==> src/rtl/seg_scan_decoder.sv <==
// seg_scan_decoder: samples multiplexed 7-segment scan lines, decodes each digit back to BCD and
// publishes coherent MM:SS frames. Define SEG_SCAN_TIMEOUT_EN to add the frame watchdog (stale).
module seg_scan_decoder #(
  parameter bit SEG_ACTIVE_LOW = 1'b1,
  parameter bit DIG_ACTIVE_LOW = 1'b1,
  parameter int SETTLE_CYCLES  = 4,
  parameter int TIMEOUT_CYCLES = 2**20
) (
  input  logic       clk,
  input  logic       reset,
  input  logic [6:0] seg,
  input  logic [3:0] dig,
  output logic [2:0] min1,
  output logic [3:0] min2,
  output logic [2:0] sec1,
  output logic [3:0] sec2,
  output logic [3:0] blank_mask,
  output logic       frame_valid,
  output logic       pattern_err,
  output logic       stale
);

  localparam int               CNT_W      = $clog2(SETTLE_CYCLES + 1);
  localparam logic [CNT_W-1:0] CNT_ONE    = CNT_W'(1);
  localparam logic [CNT_W-1:0] SETTLE_MAX = CNT_W'(SETTLE_CYCLES);
  // Digit positions (dig bit index) that carry tens values limited to 0-5.
  localparam logic [3:0]       TENS_MASK  = 4'b1010;

  typedef enum logic [1:0] {
    IDLE     = 2'd0,
    SETTLE   = 2'd1,
    CAPTURED = 2'd2
  } state_e;

  typedef struct packed {
    logic       illegal;
    logic       blank;
    logic [3:0] value;
  } glyph_t;

  function automatic glyph_t decode(input logic [6:0] p);
    glyph_t g;
    g = '0;
    case (p)
      7'b1111110: g.value = 4'd0;
      7'b0110000: g.value = 4'd1;
      7'b1101101: g.value = 4'd2;
      7'b1111001: g.value = 4'd3;
      7'b0110011: g.value = 4'd4;
      7'b1011011: g.value = 4'd5;
      7'b1011111: g.value = 4'd6;
      7'b1110000: g.value = 4'd7;
      7'b1111111: g.value = 4'd8;
      7'b1111011: g.value = 4'd9;
      7'b0000000: g.blank = 1'b1;
      default:    g.illegal = 1'b1;
    endcase
    return g;
  endfunction

  logic [6:0]       seg_s1_q, seg_s1_d, seg_s2_q, seg_s2_d, seg_prev_q, seg_prev_d;
  logic [3:0]       dig_s1_q, dig_s1_d, dig_s2_q, dig_s2_d, dig_prev_q, dig_prev_d;
  state_e           state_q, state_d;
  logic [CNT_W-1:0] cnt_q, cnt_d;
  logic [3:0][3:0]  shadow_q, shadow_d;
  logic [3:0]       shadow_blank_q, shadow_blank_d;
  logic [3:0]       captured_q, captured_d;
  logic [2:0]       min1_q, min1_d, sec1_q, sec1_d;
  logic [3:0]       min2_q, min2_d, sec2_q, sec2_d;
  logic [3:0]       blank_mask_q, blank_mask_d;
  logic             frame_valid_q, frame_valid_d;
  logic             pattern_err_q, pattern_err_d;

  logic [6:0]       seg_n;
  logic [3:0]       dig_n;
  logic             one_hot, seg_changed, dig_changed, capture;
  glyph_t           glyph;

`ifdef SEG_SCAN_TIMEOUT_EN
  localparam int              WD_W    = $clog2(TIMEOUT_CYCLES + 1);
  localparam logic [WD_W-1:0] WD_MAX  = WD_W'(TIMEOUT_CYCLES);
  localparam logic [WD_W-1:0] WD_LAST = WD_W'(TIMEOUT_CYCLES - 1);
  logic [WD_W-1:0] wd_q, wd_d;
  logic            stale_q, stale_d;
  assign stale = stale_q;
`else
  assign stale = 1'b0;
`endif

  always_comb begin
    // NOTE: every signal written here gets a default first, so no path can infer a latch.
    seg_s1_d       = seg;
    seg_s2_d       = seg_s1_q;
    dig_s1_d       = dig;
    dig_s2_d       = dig_s1_q;
    seg_n          = SEG_ACTIVE_LOW ? ~seg_s2_q : seg_s2_q;
    dig_n          = DIG_ACTIVE_LOW ? ~dig_s2_q : dig_s2_q;
    seg_prev_d     = seg_n;
    dig_prev_d     = dig_n;
    one_hot        = $onehot(dig_n);
    seg_changed    = (seg_n != seg_prev_q);
    dig_changed    = (dig_n != dig_prev_q);
    glyph          = decode(seg_n);
    capture        = 1'b0;
    state_d        = state_q;
    cnt_d          = cnt_q;
    shadow_d       = shadow_q;
    shadow_blank_d = shadow_blank_q;
    captured_d     = captured_q;
    min1_d         = min1_q;
    min2_d         = min2_q;
    sec1_d         = sec1_q;
    sec2_d         = sec2_q;
    blank_mask_d   = blank_mask_q;
    frame_valid_d  = 1'b0;
    pattern_err_d  = pattern_err_q;

    case (state_q)
      IDLE: begin
        if (one_hot) begin
          state_d = SETTLE;
          cnt_d   = CNT_ONE;
        end
      end
      SETTLE: begin
        if (seg_changed || dig_changed) begin
          state_d = one_hot ? SETTLE : IDLE;
          cnt_d   = CNT_ONE;
        end else if (cnt_q >= SETTLE_MAX) begin
          state_d = CAPTURED;
          capture = 1'b1;
        end else begin
          cnt_d = cnt_q + CNT_ONE;
        end
      end
      CAPTURED: begin
        // Segment changes during a captured dwell are ignored; only a new digit select restarts.
        if (dig_changed) begin
          state_d = one_hot ? SETTLE : IDLE;
          cnt_d   = CNT_ONE;
        end
      end
      default: state_d = IDLE;
    endcase

`ifdef SEG_SCAN_TIMEOUT_EN
    wd_d    = wd_q;
    stale_d = stale_q;
    if (wd_q != WD_MAX) wd_d = wd_q + WD_W'(1);
    if (wd_q == WD_LAST) begin
      stale_d    = 1'b1;
      captured_d = '0;
    end
`endif

    if (capture) begin
      if (glyph.illegal) begin
        pattern_err_d = 1'b1;
      end else begin
        for (int i = 0; i < 4; i++) begin
          if (dig_n[i]) begin
            shadow_d[i]       = TENS_MASK[i] ? {1'b0, glyph.value[2:0]} : glyph.value;
            shadow_blank_d[i] = glyph.blank;
            captured_d[i]     = 1'b1;
            if (TENS_MASK[i] && (glyph.value > 4'd5)) pattern_err_d = 1'b1;
          end
        end
      end
    end

    if (captured_d == 4'hF) begin
      min1_d        = shadow_d[3][2:0];
      min2_d        = shadow_d[2];
      sec1_d        = shadow_d[1][2:0];
      sec2_d        = shadow_d[0];
      blank_mask_d  = shadow_blank_d;
      frame_valid_d = 1'b1;
      captured_d    = '0;
    end

`ifdef SEG_SCAN_TIMEOUT_EN
    if (frame_valid_d) begin
      wd_d    = '0;
      stale_d = 1'b0;
    end
`endif
  end

  always_ff @(posedge clk or posedge reset) begin
    if (reset) begin
      seg_s1_q       <= '0;
      seg_s2_q       <= '0;
      seg_prev_q     <= '0;
      dig_s1_q       <= '0;
      dig_s2_q       <= '0;
      dig_prev_q     <= '0;
      state_q        <= IDLE;
      cnt_q          <= '0;
      // NOTE: the digit shadow store is reset too, so no old digit can leak into a later frame.
      shadow_q       <= '0;
      shadow_blank_q <= '0;
      captured_q     <= '0;
      min1_q         <= '0;
      min2_q         <= '0;
      sec1_q         <= '0;
      sec2_q         <= '0;
      blank_mask_q   <= '0;
      frame_valid_q  <= 1'b0;
      pattern_err_q  <= 1'b0;
    end else begin
      // NOTE: flops take non-blocking assignments only; all next-state math is blocking, above.
      seg_s1_q       <= seg_s1_d;
      seg_s2_q       <= seg_s2_d;
      seg_prev_q     <= seg_prev_d;
      dig_s1_q       <= dig_s1_d;
      dig_s2_q       <= dig_s2_d;
      dig_prev_q     <= dig_prev_d;
      state_q        <= state_d;
      cnt_q          <= cnt_d;
      shadow_q       <= shadow_d;
      shadow_blank_q <= shadow_blank_d;
      captured_q     <= captured_d;
      min1_q         <= min1_d;
      min2_q         <= min2_d;
      sec1_q         <= sec1_d;
      sec2_q         <= sec2_d;
      blank_mask_q   <= blank_mask_d;
      frame_valid_q  <= frame_valid_d;
      pattern_err_q  <= pattern_err_d;
    end
  end

`ifdef SEG_SCAN_TIMEOUT_EN
  always_ff @(posedge clk or posedge reset) begin
    if (reset) begin
      wd_q    <= '0;
      stale_q <= 1'b0;
    end else begin
      wd_q    <= wd_d;
      stale_q <= stale_d;
    end
  end
`endif

  assign min1        = min1_q;
  assign min2        = min2_q;
  assign sec1        = sec1_q;
  assign sec2        = sec2_q;
  assign blank_mask  = blank_mask_q;
  assign frame_valid = frame_valid_q;
  assign pattern_err = pattern_err_q;

endmodule

==> config.mk <==
export PLATFORM = sky130hd
export DESIGN_NAME = seg_scan_decoder
export DESIGN_NICKNAME = d
export VERILOG_FILES = /design/src/rtl/seg_scan_decoder.sv
export SDC_FILE = /design/constraint.sdc
export NUM_CORES = 1
export LEC_CHECK = 0
export CAP_MARGIN = 20
export CELL_PAD_IN_SITES_DETAIL_PLACEMENT = 1
export CELL_PAD_IN_SITES_GLOBAL_PLACEMENT = 1
export CORE_MARGIN = 2
export CORE_UTILIZATION = 46
export DETAILED_ROUTE_END_ITERATION = 12
export PLACE_DENSITY_LB_ADDON = 0.1
export SLEW_MARGIN = 20
export SYNTH_ARGS = -nofsm -noshare
export SYNTH_HDL_FRONTEND = slang
export SYNTH_SLANG_ARGS = --single-unit
==> constraint.sdc <==
create_clock -name clk -period 4 [get_ports clk]
set_input_delay 0.8 -clock clk [delete_from_list [all_inputs] [get_ports clk]]
set_output_delay 0.8 -clock clk [all_outputs]
set_load 0.02 [all_outputs]
==> impl_metrics.env <==
export IMPL_power_density_nw_per_um2=374
export IMPL_drive_gt1_share_pct=21.1
export IMPL_critPathKind="reg2reg"
export IMPL_root_buffer="clkbuf_8"
export IMPL_via_per_inst=5.06
export IMPL_hold_viol_final=0
export IMPL_fmax_mhz=293
export IMPL_tritoncts="done"
export IMPL_port_buffers=32
export IMPL_final_setup_tns_ns=0
export IMPL_timing_final_crit_share_pct=85.4
export IMPL_layout_commonest_cell="dfrtp_1"
export IMPL_path_clk_slew_ns=0.08
export IMPL_start_util_pct=46.7
export IMPL_rsz0062_at_grt="no"
export IMPL_maxSlewViolCount=0
export IMPL_drtAntennaViolNets=0
export IMPL_synth_edf_count=0
export IMPL_synth_cell_types=47
export IMPL_first_pass_iters=4
export IMPL_status="completed"
export IMPL_slew_headroom_pct=65.7
export IMPL_synthArstFlopShare_pct=100
export IMPL_final_cells=383
export IMPL_gr_usage_all_layers_pct=17.6
export IMPL_crit_fanout=22
export IMPL_cts_made_buffers=9
export IMPL_dr_first_iter_drc_count=45
export IMPL_cts_buffer_depth=2
export IMPL_ctsHoldBuffers=0
export IMPL_ys_seq_area_share_pct=60.0
export IMPL_die_area_um2=7950
export IMPL_rows=31
export IMPL_synth_main_ff_cell="dfrtp_1"
export IMPL_end_kind="flop"
export IMPL_fin_total_pwr_mw=1.46
export IMPL_syn_num_nets=259
export IMPL_grt_pass1_vias=2103
export IMPL_hold_slack_ns=0.351
export IMPL_worstSkewPairLatency_ns=0.35
export IMPL_ys_ff_latch=80
export IMPL_nNetsFinal=298
export IMPL_cts_setup_buffers=0
export IMPL_arrival_ns=3.65
export IMPL_gr_total_overflow=0
export IMPL_antenna_found_initial=0
export IMPL_syn_area_um2=3340
export IMPL_gp_routability_congestion=0.861
export IMPL_layout_common_cells="80 x dfrtp_1, 32 x clkdlybuf4s50_1, 17 x mux2_2"
export IMPL_grt_first_pass_wirelength_um=10300
export IMPL_die_w_um=89.2
export IMPL_drv_cap=0
export IMPL_synthCells=241
export IMPL_avgSynthCellArea_um2=13.8
export IMPL_fillers=753
export IMPL_n_antenna_cell=0
export IMPL_min_path_type="reg2reg"
export IMPL_clock_sinks=80
export IMPL_area_growth_pct=17.1
export IMPL_drc=0
export IMPL_finalClockSkew_ns=0.0113
export IMPL_h_tree_depth=3
export IMPL_finalCriticalPeriod_ns=3.42
export IMPL_wl_um=6100
export IMPL_dp_hpwl_um=4330
export IMPL_cp_start_kind="flop"
export IMPL_grt_max_degree=81
export IMPL_core_um2=7140
export IMPL_io_pins=34
export IMPL_worstMarginPinSlew_ns=0.510
export IMPL_p_leak_nw=1.79
export IMPL_peakVddDrop_uv=212
export IMPL_vias=1938
export IMPL_setup_viol=0
export IMPL_place_inst=368
export IMPL_fp_dieH_um=89.2
export IMPL_yosys_warnings=0
export IMPL_cts_resized=0
export IMPL_worstPathRequired_ns=4.23
export IMPL_wl_per_cell_um=15.9
flip-flops by register name, summed over array words and instances, names as in the netlist, 4 cells and up:
register / cells
sec2: 4
shadow_q: 14
seg_s1_q: 7
dig_prev_q: 4
min2: 4
captured_q: 4
shadow_blank_q: 4
dig_s2_q: 4
dig_s1_q: 4
seg_s2_q: 7
seg_prev_q: 7
blank_mask: 4
metrics by stage:
stage	setup WS (ns)	cell area, um^2	utilization [%]
6_report	0.583	3910	54.7
5_1_grt	0.386	3910	54.7
4_1_cts	0.562	3910	54.7
3_5_place_dp	0.572	3730	52.3
3_3_place_gp	0.648	3730	52.3
2_1_floorplan	0.715	3340	-
final timing paths:
| kind | start | to | slack [ns] | cells after the start |
|---|---|---|---|---|
| min reg2reg | dig_s1_q[3]$_DFF_PP0_ | dig_s2_q[3]$_DFF_PP0_ | 0.35 | 0 |
| min | dig_s1_q[3]$_DFF_PP0_ | dig_s2_q[3]$_DFF_PP0_ | 0.35 | 0 |
| min in group asynchronous | reset | sec1[1]$_DFFE_PP0P_ | 0.87 | 3 |
| max reg2reg | seg_s2_q[2]$_DFF_PP0_ | sec2[1]$_DFFE_PP0P_ | 0.58 | 8 |
| max | seg_s2_q[2]$_DFF_PP0_ | sec2[1]$_DFFE_PP0P_ | 0.58 | 8 |
| max in group asynchronous | reset | blank_mask[0]$_DFFE_PP0P_ | 2.80 | 3 |
final cells by class:
cell class | instances | area, um^2 | area share, %
clock buffers | 11 | 141 | 3.62
clock inverters | 4 | 30.0 | 0.769
inverters | 18 | 68.8 | 1.76
multi-input cells | 133 | 1150 | 29.4
flip-flops and latches | 80 | 2000 | 51.2
well taps | 99 | 124 | 3.17
repair buffers | 38 | 390 | 9.99
cell families after synthesis:
logic type,after synthesis,synth area share [%]
DFF,80,60.0
and+or+nand+nor,52,8.36
muxes,32,11.9
AOI/OAI and AO/OA,30,8.55
buffers and inverters,28,5.51
xor gates and xnor gates,13,3.41
adders and majority gates,5,2.10
other,1,0.112
critical path: stages, from the launching register on:
cell and delay [ns]:
dfrtp_1 0.50, or4_4 0.57, a2111oi_4 0.37, a211oi_2 0.14
a2111o_1 0.54, nor2b_4 0.17, a2111oi_4 0.39, buf_12 0.23
mux2_2 0.36
cells in the mapped netlist, drive strengths merged, types with 2 or more instances:
| cell | number | area, um^2 |
|---|---|---|
| inv | 17 | 63.8 |
| clkbuf | 4 | 55.1 |
| nand4 | 5 | 31.3 |
| o21ai | 4 | 20.0 |
| a2111oi | 4 | 110 |
| mux2 | 32 | 398 |
| xor2 | 12 | 105 |
| a21oi | 9 | 45.0 |
| nand2 | 11 | 41.3 |
| ha | 4 | 50.1 |
| nor4 | 2 | 12.5 |
| buf | 6 | 61.3 |
| nor2 | 16 | 62.6 |
| nor2b | 4 | 32.5 |
| dfrtp | 80 | 2000 |
| nor3 | 2 | 10.0 |
| or4 | 2 | 18.8 |
| nand3 | 3 | 15.0 |
| a211oi | 2 | 20.0 |
| a31oi | 4 | 25.0 |
where the power goes:
group,leakage (nW),switching [mW],internal (mW)
Sequential,1.03,0.0234,0.828
Combinational,0.670,0.0461,0.0353
Clock,0.0858,0.287,0.241
per-layer routing:
layer  routed length (um)  global-route usage [%]
met5                    0                       0
met4                   99                    5.97
met3                  215                    6.00
met2                 3040                    27.3
met1                 2740                    23.2
Power figures use the tool's default switching activity.
